<file path="src/rtl/ad9517_spi_master.sv">
// SPI mode-0 master for AD9517 register access: one 24-bit frame per command
// (16-bit instruction then 8-bit data), read byte returned with a one-cycle valid.
`timescale 1ns/1ps
module ad9517_spi_master #(
    parameter int MOSI_DATA_WIDTH = 24,
    parameter int MISO_DATA_WIDTH = 8,
    parameter int CLK_DIV         = 4,
    parameter int CS_IDLE         = 4
) (
    input  logic                       clk,
    input  logic                       rst,
    input  logic                       i_spi_wr_cmd,
    input  logic                       i_spi_rd_cmd,
    input  logic [MOSI_DATA_WIDTH-1:0] i_spi_wr_data,
    output logic [MISO_DATA_WIDTH-1:0] o_spi_rd_data,
    output logic                       o_spi_rd_valid,
    output logic                       o_spi_busy,
    output logic                       o_spi_sclk,
    output logic                       o_spi_csb,
    output logic                       o_spi_sdio,
    output logic                       o_spi_sdio_oe,
    input  logic                       i_spi_miso
);

    localparam int HC_W  = $clog2(CLK_DIV);
    localparam int GAP_W = $clog2(CS_IDLE + 1);
    localparam int INS_W = MOSI_DATA_WIDTH - MISO_DATA_WIDTH;
    localparam logic [HC_W-1:0]  HC_LAST   = HC_W'(CLK_DIV - 1);
    localparam logic [GAP_W-1:0] GAP_LAST  = GAP_W'(CS_IDLE - 1);
    localparam logic [4:0]       BIT_TOP   = 5'(MOSI_DATA_WIDTH - 1);
    localparam logic [4:0]       DATA_LAST = 5'(MISO_DATA_WIDTH - 1);

    typedef enum logic [2:0] {S_IDLE, S_SETUP, S_HI, S_LO, S_GAP} state_t;

    state_t                     state, state_nxt;
    logic [HC_W-1:0]            hc_cnt;
    logic [GAP_W-1:0]           gap_cnt;
    logic [4:0]                 bit_cnt;
    logic                       last_bit;
    logic                       is_read;
    logic [MOSI_DATA_WIDTH-1:0] shift_reg;
    logic [MISO_DATA_WIDTH-1:0] capture;
    logic                       accept;
    logic                       hc_end;
    logic                       in_frame;

    assign accept   = (state == S_IDLE) && (i_spi_wr_cmd || i_spi_rd_cmd);
    assign hc_end   = (hc_cnt == HC_LAST);
    assign in_frame = (state == S_SETUP) || (state == S_HI) || (state == S_LO);

    always_comb begin
        state_nxt = state;
        case (state)
            S_IDLE:  if (accept) state_nxt = S_SETUP;
            S_SETUP: if (hc_end) state_nxt = S_HI;
            S_HI:    if (hc_end) state_nxt = S_LO;
            S_LO:    if (hc_end) state_nxt = last_bit ? S_GAP : S_HI;
            S_GAP:   if (gap_cnt == GAP_LAST) state_nxt = S_IDLE;
            default: state_nxt = S_IDLE;
        endcase
    end

    // Pins decode straight from the state register; the LO after bit 0 is the CSB hold.
    always_comb begin
        o_spi_busy    = (state != S_IDLE);
        o_spi_sclk    = (state == S_HI);
        o_spi_csb     = !in_frame;
        o_spi_sdio    = (in_frame && !last_bit) ? shift_reg[MOSI_DATA_WIDTH-1] : 1'b0;
        o_spi_sdio_oe = !(is_read && ((state == S_HI) || (state == S_LO)) && (bit_cnt <= DATA_LAST));
    end

    // Control stage: FSM, counters and read-result handoff.
    always_ff @(posedge clk) begin
        if (rst) begin
            state          <= S_IDLE;
            hc_cnt         <= '0;
            gap_cnt        <= '0;
            bit_cnt        <= '0;
            last_bit       <= 1'b0;
            is_read        <= 1'b0;
            o_spi_rd_valid <= 1'b0;
            o_spi_rd_data  <= '0;
        end else begin
            state          <= state_nxt;
            hc_cnt         <= (!in_frame || hc_end) ? '0 : hc_cnt + HC_W'(1);
            gap_cnt        <= (state == S_GAP) ? gap_cnt + GAP_W'(1) : '0;
            o_spi_rd_valid <= 1'b0;
            if (accept) begin
                bit_cnt  <= BIT_TOP;
                last_bit <= 1'b0;
                is_read  <= i_spi_rd_cmd;
            end
            if (state == S_HI && hc_end) begin
                if (bit_cnt == 5'd0) last_bit <= 1'b1;
                else                 bit_cnt  <= bit_cnt - 5'd1;
            end
            if (state == S_LO && hc_end && last_bit && is_read) begin
                o_spi_rd_valid <= 1'b1;
                o_spi_rd_data  <= capture;
            end
        end
    end

    // Data stage: transmit shifter and receive capture, no reset needed.
    always_ff @(posedge clk) begin
        if (accept)
            shift_reg <= {i_spi_wr_data[INS_W-1:0], i_spi_wr_data[MOSI_DATA_WIDTH-1:INS_W]};
        else if (state == S_HI && hc_end)
            shift_reg <= {shift_reg[MOSI_DATA_WIDTH-2:0], 1'b0};
        if (state == S_HI && hc_end)
            capture <= {capture[MISO_DATA_WIDTH-2:0], i_spi_miso};
    end

endmodule

</file>
<file path="config.mk">
export PLATFORM = sky130hd
export DESIGN_NAME = ad9517_spi_master
export DESIGN_NICKNAME = d
export VERILOG_FILES = /design/src/rtl/ad9517_spi_master.sv
export SDC_FILE = /design/constraint.sdc
export NUM_CORES = 1
export LEC_CHECK = 0
export ABC_AREA = 1
export CAP_MARGIN = 20
export CORE_UTILIZATION = 45
export CTS_CLUSTER_DIAMETER = 200
export DETAILED_ROUTE_END_ITERATION = 10
export HOLD_SLACK_MARGIN = 0.12
export PLACE_DENSITY = 0.68
export SLEW_MARGIN = 5
export SYNTH_ARGS = -nofsm -noshare
export SYNTH_HDL_FRONTEND = slang
export SYNTH_SLANG_ARGS = --single-unit
</file>
<file path="constraint.sdc">
create_clock -name clk -period 1.9 [get_ports clk]
set_input_delay 0.38 -clock clk [delete_from_list [all_inputs] [get_ports clk]]
set_output_delay 0.38 -clock clk [all_outputs]
set_load 0.1 [all_outputs]
</file>
== Word-level counts from Yosys, hierarchy flattened ==
Index checks and enable logic that the tools add are counted.
Widths: inputs -> output; s select.

* Bits of input ports: 29
* Bits in read-only memories: 0
* Memory bits (writable): 0
* Bits in registers: 56
* Latch bits: 0
* Memories kept: 0
* Word-level logic and storage cells: 66

* Shift operators: 0
* Multiplexer cells: 17
* $mul: 0
* Equality and inequality tests: 11
* Bitwise gates (word level): 1
* Reductions and logical operators: 23
* $add $sub $neg: 3
* Div/mod/pow operators: 0
* Magnitude comparators: 1

{| class="wikitable"
|+ Operators with widths
! cell !! count
|-
| $mux 24 || 2
|-
| $mux 3 || 6
|-
| $mux 5 || 3
|-
| $pmux 3 s5 || 1
|-
| $eq 3x2->1 const B || 3
|-
| $logic_and 1x1->1 || 8
|-
| $ne 2x2->1 const B || 4
|-
| $le 5x3->1 const B || 1
|-
| $logic_not 5->1 || 1
|-
| $logic_or 1x1->1 || 5
|-
| $mux 1 || 5
|-
| $reduce_and 5->1 || 1
|-
| $sub 5x1->5 const B || 1
|-
| $reduce_or 2->1 || 2
|-
| $add 3x1->3 const B || 1
|-
| $eq 3x1->1 const B || 1
|-
| $eq 3x3->1 const B || 1
|-
| $logic_not 1->1 || 3
|-
| $logic_not 3->1 || 1
|-
| $reduce_bool 3->1 || 1
|-
| $add 2x1->2 const B || 1
|-
| $eq 2x2->1 const B || 1
|-
| $ne 2x1->1 const B || 1
|-
| $reduce_bool 2->1 || 1
|-
| $not 1->1 || 1
|}

== Depth between registers and ports, before layout ==
* Depth after elaboration: 6
* Mapped depth: 8
* Depth with buffers taken out: 8

== Least setup slack after synthesis ==
OpenSTA, ideal clock, no wires.

* Path kind: flip-flop to output port
* From: reg state[1]
* To: out o_spi_sdio
* Slack: -1172 ps
* Stages on the path, launching flop included: 5
* Arrival: 2692 ps
* Cell sequence: dfxtp_1 > inv_2 > nand2_1 > nand2_1 > nor2_1

* Word-level cells in the longest chain between the ends: 5

{| class="wikitable"
|+ Ends and longest elaborated chain
! element !! line !! source
|-
| start: declaration || 35 || <nowiki>state_t state, state_nxt;</nowiki>
|-
| start signal: assignment || 84 || <nowiki>state <= state_nxt;</nowiki>
|-
| $eq 3x1->1 or $eq 3x2->1 (tied branches) || 49 || <nowiki>assign in_frame = (state == S_SETUP) || (state == S_HI) || (state == S_LO);</nowiki>
|-
| $logic_or 1x1->1 || 49 ||
|-
| $logic_or 1x1->1 * || 49 ||
|-
| $logic_and 1x1->1 * || 68 || <nowiki>o_spi_sdio = (in_frame && !last_bit) ? shift_reg[MOSI_DATA_WIDTH-1] : 1'b0;</nowiki>
|-
| $mux 1 * || 68 ||
|-
| end: declaration || 20 || <nowiki>output logic o_spi_sdio,</nowiki>
|}

Every way passes the cells marked *; elsewhere a longest branch is shown, timed or not.

== Final worst setup path ==
Same ends and word-level chain as after synthesis.

==> results.yml <==
floorplan:
  io_pins: 43
  dieHeight_um: 74.8
  core_area_um2: 5110
  die_w_um: 74.8
  die_area_um2: 5590
  rows: 26
  initial_core_util: 0.467
timing:
  hold_viol_final: 0
  slew_viol_final: 0
  setup_viol: 0
  rsz0062_at_grt: "no"
  tightestPinTransition_ns: 0.443
  skew_ns: 0.00668
  timing.slew.headroom: 0.704
  layout_setup_ws_ns: 0.0610
  finalSetupTns_ns: 0
  layout_min_cycle_time_ns: 1.84
  finalCritPeriodShare: 0.968
  fmax_ghz: 0.544
logic_synthesis:
  synth_top_flop_cell: "edfxtp_1"
  synth.area.top_cells: "edfxtp_1 (40%), dfxtp_1 (20%), nand2_1 (15%), nor2_1 (6.3%), inv_1 (2.8%)"
  synth-seq-cells: 56
  yosys.area.top_type: "edfxtp_1"
  yosysTopAreaCellShare: 0.403
  syn_area_um2: 2380
  synth_edf_count: 32
  yosys_warnings: 0
  synth_cell_type_count: 21
  synth-seq-area-share: 0.605
  async_reset_ff_frac: 0
  syn_nets: 298
  yosys-top-cells-count: "nand2_1 (94), nor2_1 (40), edfxtp_1 (32), dfxtp_1 (24), inv_1 (18)"
  synth.most_common_cell: "nand2_1"
  avgSynthCellArea_um2: 9.03
  netlist_instances: 264
place:
  detailed_place_hpwl_um: 3310
  preCtsSetupSlack_ns: 0.0843
  gp_congestion: 0.835
  io_buffers: 42
power:
  power.total_mw: 4.22
  ir_drop_v: 0.000793
  p_leak_nw: 1.34
  p_per_area_nw_per_um2: 1380
drt:
  dr.first_iter.drc_count: 114
  routed_wl_um: 4470
  wire_per_inst_um: 11.6
  vias: 1818
  via_per_inst: 4.71
  ant_nets: 0
  first_pass_iters: 4
  drc_errors: 0
status:
  run_status: "complete, no violations"
hold_path:
  worstHoldStart: "gap_cnt[0]"
  min_path_type: "flip-flop to flip-flop"
  min_to: "gap_cnt[0]"
  hold-path-cell-count: 1
cts:
  clk_pin_slew_ns: 0.10
  post_cts_buffers: 0
  clk_latency_ns: 0.31
  numCtsBuffers: 5
  cts_tree: "built"
  htreeDepth: 2
  clkSinkCount: 56
  cts_buffer_depth: 2
  clockRootBuffer: "clkbuf_8"
global_route:
  gr-total-overflow: 0
  grt_pass1_wl_um: 7530
  grt_pass1_vias: 1700
  antenna_found_initial: 0
  grt_start_max_net_pins: 19
  grt_use_total: 0.178
setup_path:
  cp-start-kind: "flip-flop"
  path_class: "flip-flop to output port"
  cp-end-kind: "output port"
  cp.arrival_ns: 1.46
  rrSetupSlack_ns: 0.44
  r2r-end: "shift_reg[18]"
  crit_path_max_fanout: 5
  regToRegStartpoint: "hc_cnt[0]"
  r2r_cells: 4
  crit_required_ns: 1.52
finish:
  diodes: 0
  largest_register_ff_count: 24
  synthToLayoutAreaGrowth_pct: 28.5
  final_nets: 349
  drive_gt1_frac: 0.139
job:
  drv_cap: 0
-- critical path, cell delays in order, from the launching register on --
cell     delay (ns)
dfxtp_1        0.49
inv_2          0.11
nand2_1        0.16
nand2_4        0.09
nor2_4         0.13
buf_12         0.18
-- through the flow --
stage,cell area [µm²],cells,util,hold slack (ns)
floorplan,2400,264,-,0.399
global placement,2970,378,0.582,0.408
detailed placement,2970,378,0.582,0.415
CTS,3060,386,0.599,0.430
global route,3060,386,0.600,0.454
finish,3060,386,0.600,0.428
-- metal layers --
| metal | share of wire | track usage |
|---|---|---|
| met5 | 0 | 0 |
| met2 | 0.46 | 0.289 |
| met4 | 0.010 | 0.0503 |
| met1 | 0.48 | 0.244 |
| met3 | 0.044 | 0.0361 |
-- layout by cell type, fill, tap and decap left out, drive strengths merged --
cell type       n
a21oi           7
ha              5
clkbuf          5
clkinv          1
inv            25
buf            22
nand3          12
nand4           4
clkdlybuf4s50  28
nor2           43
edfxtp         32
o21ai          12
nor3            2
dfxtp          24
nand2          94
-- report_power, final --
group	switching [mW]	leakage, nW	internal [mW]
clock	0.390	0.0490	0.264
sequential	0.133	0.504	1.73
combinational	1.07	0.785	0.626
-- worst max-delay path by stage --
stage	depth (start not counted)	end	startpoint
final	5	o_spi_sdio	state[1]
after CTS	5	o_spi_sdio	state[1]
after detailed placement	6	shift_reg[16]	i_spi_rd_cmd
after floorplan	3	o_spi_sdio_oe	state[1]
after global routing	5	o_spi_sdio	state[1]
after global placement	6	shift_reg[13]	i_spi_rd_cmd
-- layout make-up --
type / instances / area (µm²)
clock buffers: 5 / 68.8
well taps: 70 / 87.6
fillers: 456 / 2040
flip-flops and latches: 56 / 1440
clock inverters: 3 / 21.3
multi-input cells: 179 / 821
inverters: 23 / 88.8
repair buffers: 50 / 533
-- cells by family (layout without fill, tap and decap cells) --
| family | after synthesis | in the layout | share of synthesized area |
|---|---|---|---|
| compound gates | 19 | 19 | 0.0415 |
| buf+inv | 29 | 81 | 0.0572 |
| flops | 56 | 56 | 0.605 |
| simple gates | 155 | 155 | 0.270 |
| fa+ha+maj | 5 | 5 | 0.0262 |
-- timing repair --
item,CTS,global route
hold buffers,0,0
resized for setup,0,1
setup endpoints to repair,0,1
Power figures use the tool's default switching activity.
